### config.mk
export PLATFORM = sky130hd
export DESIGN_NAME = shared_reg_arbiter
export DESIGN_NICKNAME = d
export VERILOG_FILES = /design/src/rtl/shared_reg_arbiter.sv
export SDC_FILE = /design/constraint.sdc
export NUM_CORES = 1
export LEC_CHECK = 0
export CAP_MARGIN = 20
export CORE_AREA = 2 2 85 63
export CTS_BUF_LIST = sky130_fd_sc_hd__clkbuf_8
export CTS_CLUSTER_DIAMETER = 50
export DETAILED_ROUTE_END_ITERATION = 8
export DIE_AREA = 0 0 87 65
export GPL_TIMING_DRIVEN = 0
export PLACE_DENSITY = 0.66
export SLEW_MARGIN = 40
export SYNTH_ARGS = -nofsm -noshare
export SYNTH_HDL_FRONTEND = slang
export SYNTH_SLANG_ARGS = --single-unit
export TNS_END_PERCENT = 1
### constraint.sdc
create_clock -name clock -period 3.6 [get_ports clock]
set_input_delay 0.36 -clock clock [delete_from_list [all_inputs] [get_ports clock]]
set_output_delay 0.36 -clock clock [all_outputs]
set_load 0.03 [all_outputs]
### src/rtl/shared_reg_arbiter.sv
// shared_reg_arbiter: round-robin write controller for one shared register
// with true and complement outputs. A hold limit bounds each grant's tenure.
module shared_reg_arbiter #(
    parameter int unsigned NUM_REQ    = 4,
    parameter int unsigned DATA_WIDTH = 8,
    parameter int unsigned MAX_HOLD   = 8
) (
    input  logic                              clock,
    input  logic                              reset,
    input  logic [NUM_REQ-1:0]                req_in,
    input  logic [NUM_REQ-1:0]                wr_en_in,
    input  logic [NUM_REQ*DATA_WIDTH-1:0]     wr_data_in,
    output logic [NUM_REQ-1:0]                grant_out,
    output logic [$clog2(NUM_REQ)-1:0]        owner_out,
    output logic                              busy_out,
    output logic                              timeout_out,
    output logic [DATA_WIDTH-1:0]             Q_out,
    output logic [DATA_WIDTH-1:0]             Qb_out
);

    localparam int unsigned OWNER_W = $clog2(NUM_REQ);
    localparam int unsigned HOLD_W  = (MAX_HOLD > 1) ? $clog2(MAX_HOLD) : 1;

    typedef enum logic [1:0] {
        ST_IDLE  = 2'd0,
        ST_GRANT = 2'd1,
        ST_GAP   = 2'd2
    } state_t;

    state_t                  state_q,   state_d;
    logic [NUM_REQ-1:0]      grant_q,   grant_d;
    logic [OWNER_W-1:0]      owner_q,   owner_d;
    logic [OWNER_W-1:0]      ptr_q,     ptr_d;
    logic [HOLD_W-1:0]       hold_q,    hold_d;
    logic                    busy_q,    busy_d;
    logic                    timeout_q, timeout_d;
    logic [DATA_WIDTH-1:0]   q_q,       q_d;
    logic [DATA_WIDTH-1:0]   qb_q,      qb_d;

    logic                    found;
    logic [OWNER_W-1:0]      winner;
    logic [OWNER_W-1:0]      idx;
    logic [DATA_WIDTH-1:0]   owner_data;

    // First requester at or after the priority pointer, wrapping around.
    always_comb begin
        found  = 1'b0;
        winner = ptr_q;
        idx    = ptr_q;
        for (int unsigned i = 0; i < NUM_REQ; i++) begin
            idx = ptr_q + OWNER_W'(i);
            if (!found && req_in[idx]) begin
                found  = 1'b1;
                winner = idx;
            end
        end
    end

    // Data lane of the current owner.
    always_comb begin
        owner_data = wr_data_in[32'(owner_q) * DATA_WIDTH +: DATA_WIDTH];
    end

    // Next-state and registered-output logic.
    always_comb begin
        state_d   = state_q;
        grant_d   = grant_q;
        owner_d   = owner_q;
        ptr_d     = ptr_q;
        hold_d    = hold_q;
        busy_d    = busy_q;
        timeout_d = 1'b0;
        q_d       = q_q;
        qb_d      = qb_q;

        case (state_q)
            ST_IDLE: begin
                if (found) begin
                    state_d = ST_GRANT;
                    grant_d = NUM_REQ'(1) << winner;
                    owner_d = winner;
                    busy_d  = 1'b1;
                    hold_d  = '0;
                end
            end
            ST_GRANT: begin
                if (wr_en_in[owner_q]) begin
                    q_d  = owner_data;
                    qb_d = ~owner_data;
                end
                // A dropped request wins over a simultaneous hold expiry.
                if (!req_in[owner_q] || (hold_q == HOLD_W'(MAX_HOLD - 1))) begin
                    state_d   = ST_GAP;
                    grant_d   = '0;
                    busy_d    = 1'b0;
                    hold_d    = '0;
                    ptr_d     = owner_q + OWNER_W'(1);
                    timeout_d = req_in[owner_q];
                end else begin
                    hold_d = hold_q + HOLD_W'(1);
                end
            end
            ST_GAP: begin
                state_d = ST_IDLE;
            end
            default: begin
                state_d = ST_IDLE;
                grant_d = '0;
                busy_d  = 1'b0;
            end
        endcase
    end

    // State and output registers with asynchronous clear.
    always_ff @(posedge clock or negedge reset) begin
        if (!reset) begin
            state_q   <= ST_IDLE;
            grant_q   <= '0;
            owner_q   <= '0;
            ptr_q     <= '0;
            hold_q    <= '0;
            busy_q    <= 1'b0;
            timeout_q <= 1'b0;
            q_q       <= '0;
            qb_q      <= '1;
        end else begin
            state_q   <= state_d;
            grant_q   <= grant_d;
            owner_q   <= owner_d;
            ptr_q     <= ptr_d;
            hold_q    <= hold_d;
            busy_q    <= busy_d;
            timeout_q <= timeout_d;
            q_q       <= q_d;
            qb_q      <= qb_d;
        end
    end

    assign grant_out   = grant_q;
    assign owner_out   = owner_q;
    assign busy_out    = busy_q;
    assign timeout_out = timeout_q;
    assign Q_out       = q_q;
    assign Qb_out      = qb_q;

endmodule

==> impl_metrics.py <==
metrics = {
    "pwr": {
        "leakagePower_uw": 0.001080,
        "max-vdd-ir-drop_uv": 370.9,
        "design_power_total_uw": 2190,
        "powerDensity_mw_per_mm2": 874.6,
    },
    "logic_synthesis": {
        "syn-cell-area_mm2": 0.001645,
        "yosysTopAreaCell": "dfrtp_1",
        "syn_avg_cell_area_um2": 11.27,
        "yosysTopAreaCellShare_pct": 34.98,
        "yosys-top-cells-count": "dfrtp_1 (23), mux2_2 (13), a21oi_1 (11), mux2i_1 (11), nand2_1 (10)",
        "syn_inst": 146,
        "synth_edf_count": 0,
        "yosysSeqAreaShare_pct": 47.76,
        "synth-adder-area-share_pct": 1.521,
        "ys_async_sr_fraction_pct": 100.0,
        "yosysWarnings": 0,
        "synth_top_flop_cell": "dfrtp_1",
        "synthTopCellsByArea": "dfrtp_1 (35%), dfstp_2 (13%), mux2_2 (8.9%)",
        "synth_seq_cells": 31,
        "synth-xor-area-share_pct": 0.5323,
        "synth_cell_type_count": 37,
        "synth_mux_area_share_pct": 22.43,
        "synthSimpleGateAreaFrac_pct": 10.65,
        "synth.net_count": 190,
        "yosysMostFrequentCell": "dfrtp_1",
        "synth_compound_area_share_pct": 14.14,
        "synth_top_family_by_area": "multiplexers",
    },
    "die": {
        "die_w_um": 87,
        "core_area_mm2": 0.004927,
        "rows": 22,
        "fp.dieH_um": 65,
        "die_area_mm2": 0.005655,
        "start_util_pct": 33.39,
        "ios": 66,
    },
    "layout": {
        "fin_util_pct": 50.81,
        "drive_gt1_share_pct": 18.55,
        "instances_no_fill": 281,
        "nets": 264,
        "area_delta_synth_final_pct": 52.17,
        "final.fill_count": 445,
        "diodes": 0,
    },
    "route": {
        "antenna_left": 0,
        "wl_per_cell_um": 15.32,
        "via_per_inst": 4.943,
        "drt-total-wl_um": 4304,
        "dr_total_vias": 1389,
        "drtIter0Drc": 50,
        "drc_errors": 0,
        "first_pass_iters": 4,
    },
    "clock_network": {
        "clk_pin_slew_ns": 0.07,
        "cts_tree": "built",
        "max-clock-path-buffers": 2,
        "cts_hold_buf": 1,
        "clock_latency_ns": 0.28,
        "cts_htree_levels": 2,
        "cts_root_buffer": "clkbuf_8",
        "cts_setup_buffers": 0,
        "cts.sinks": 31,
        "ctsResizeCount": 0,
        "cts_made_buffers": 5,
    },
    "global_route": {
        "grt_pass1_wl_um": 6727,
        "grt.overflow.total": 0,
        "grt.total_usage_pct": 15.74,
        "grt_pass1_vias": 1357,
        "grt_max_degree": 22,
        "grt_antenna_before_repair": 0,
    },
    "outcome": {
        "run_status": "finished, final reports clean",
    },
    "timing": {
        "slew_headroom_pct": 61.67,
        "fin_crit_sh_pct": 53.48,
        "worstMarginPinSlew_ns": 0.5697,
        "finalMaxSlewViolations": 0,
        "rsz0062_at_grt": "false",
        "fmax_mhz": 519.4,
        "fin_crit_ns": 1.925,
        "finalSetupTns_ns": 0,
        "hold_violations": 0,
        "finalSetupViolCount": 0,
        "finClkSkew_ns": 0.004850,
        "worst_slack_ns": 1.675,
    },
    "place": {
        "gp_congestion": 0.7737,
        "dpl.cell_count": 272,
        "dp_worst_setup_slack_ns": 1.400,
        "dp_hpwl_um": 3204,
        "portBuffers": 65,
    },
    "worst_hold_path": {
        "holdPathStages": 2,
        "hold_class": "reg -> reg",
        "holdCritStartpoint": "Q_out[0]",
        "min_to": "Q_out[0]",
    },
    "critical_path": {
        "timing.rr.start": "owner_out[0]",
        "arrival_ns": 2.13,
        "worst_setup_path_start_kind": "flop",
        "cp-end-kind": "flop",
        "cp.required_ns": 3.80,
        "worst-setup-path-type": "reg -> reg",
        "path_max_fanout": 10,
        "r2r_setup_slack_ns": 1.67,
        "r2r-end": "Qb_out[5]",
        "reg2regPathDepth": 4,
    },
    "flow_run": {
        "drv_cap": 0,
    },
}
==> sequential cells by signal, summed over array words and instances (netlist names) <==
| name | count |
|---|---|
| Q_out | 8 |
| hold_q | 3 |
| busy_out | 1 |
| owner_out | 2 |
| state_q | 2 |
| Qb_out | 8 |
| ptr_q | 2 |
| timeout_out | 1 |
| grant_out | 4 |
==> cell type report <==
class                   count  area (um2)  share of cell area, %
well taps                  60       75.07                  2.999
clock buffers               7       96.34                  3.848
inverters                   4       15.01                 0.5997
repair buffers             67       683.2                  27.29
plain buffers               6       33.78                  1.349
clock inverters             1       3.754                 0.1499
flip-flops and latches     31       785.8                  31.38
multi-input cells         105       810.8                  32.38
==> cells in the final DEF (no fill, tap or decap), types with 3 or more instances in the layout <==
| cell | netlist | layout |
|---|---|---|
| clkdlybuf4s50_1 | 0 | 64 |
| dfrtp_1 | 23 | 23 |
| mux2_2 | 13 | 13 |
| a21oi_1 | 11 | 11 |
| mux2i_1 | 11 | 11 |
| nand2_1 | 10 | 10 |
| nor2_1 | 9 | 9 |
| dfstp_2 | 8 | 8 |
| o21ai_1 | 8 | 8 |
| clkbuf_8 | 0 | 7 |
| mux2_1 | 6 | 6 |
| inv_1 | 4 | 5 |
| a21o_1 | 4 | 4 |
| buf_2 | 3 | 4 |
| a22o_1 | 4 | 4 |
| o2bb2ai_1 | 3 | 3 |
==> kinds of logic (layout without fill, tap and decap cells) <==
group / count (synthesis) / in the layout
compound gates: 36 / 36
xor+xnor: 1 / 1
fa+ha+maj: 2 / 2
buf+inv: 10 / 85
flops: 31 / 31
mux: 32 / 32
simple gates: 34 / 34
==> power breakdown <==
part | total (uW) | switching, uW | leakage (uW) | internal, uW
combinational | 1240 | 676 | 0.000649 | 567
sequential | 649 | 112 | 0.000376 | 537
clock | 298 | 127 | 0.0000557 | 171
total | 2190 | 914 | 0.00108 | 1280
==> per-layer routing <==
metal	share of wire, %	vias up	routed length, um	track usage [%]
li1	-	677	-	-
met3	5.1	7	218	4.076
met4	1.5	0	63	5.859
met5	0	-	0	0
met2	44	33	1915	23.47
met1	49	672	2106	21.88
==> worst max-delay path, stage by stage (launching register included) <==
cell     delay [ns]
dfrtp_1        0.47
mux4_2         0.53
nand2_1        0.25
buf_4          0.25
mux2_1         0.34
==> through the flow <==
step | hold WS, ns | cell area (um2)
global route | 0.5078 | 2504
CTS | 0.4904 | 2504
global placement | 0.4675 | 2371
finish | 0.4826 | 2504
detailed placement | 0.2773 | 2394
floorplan | 0.06441 | 1645
==> worst max-delay path by stage <==
stage / start / to / slack (ns) / cells past startpoint
finish: owner_out[0] / Qb_out[5] / 1.67 / 4
global route: owner_out[0] / Qb_out[5] / 1.56 / 4
CTS: owner_out[0] / Qb_out[5] / 1.64 / 4
detailed placement: req_in[3] / grant_out[3] / 1.40 / 5
global placement: req_in[0] / grant_out[2] / 1.41 / 5
floorplan: owner_out[0] / Qb_out[3] / 1.73 / 4
(Power assumes the default switching activity.)
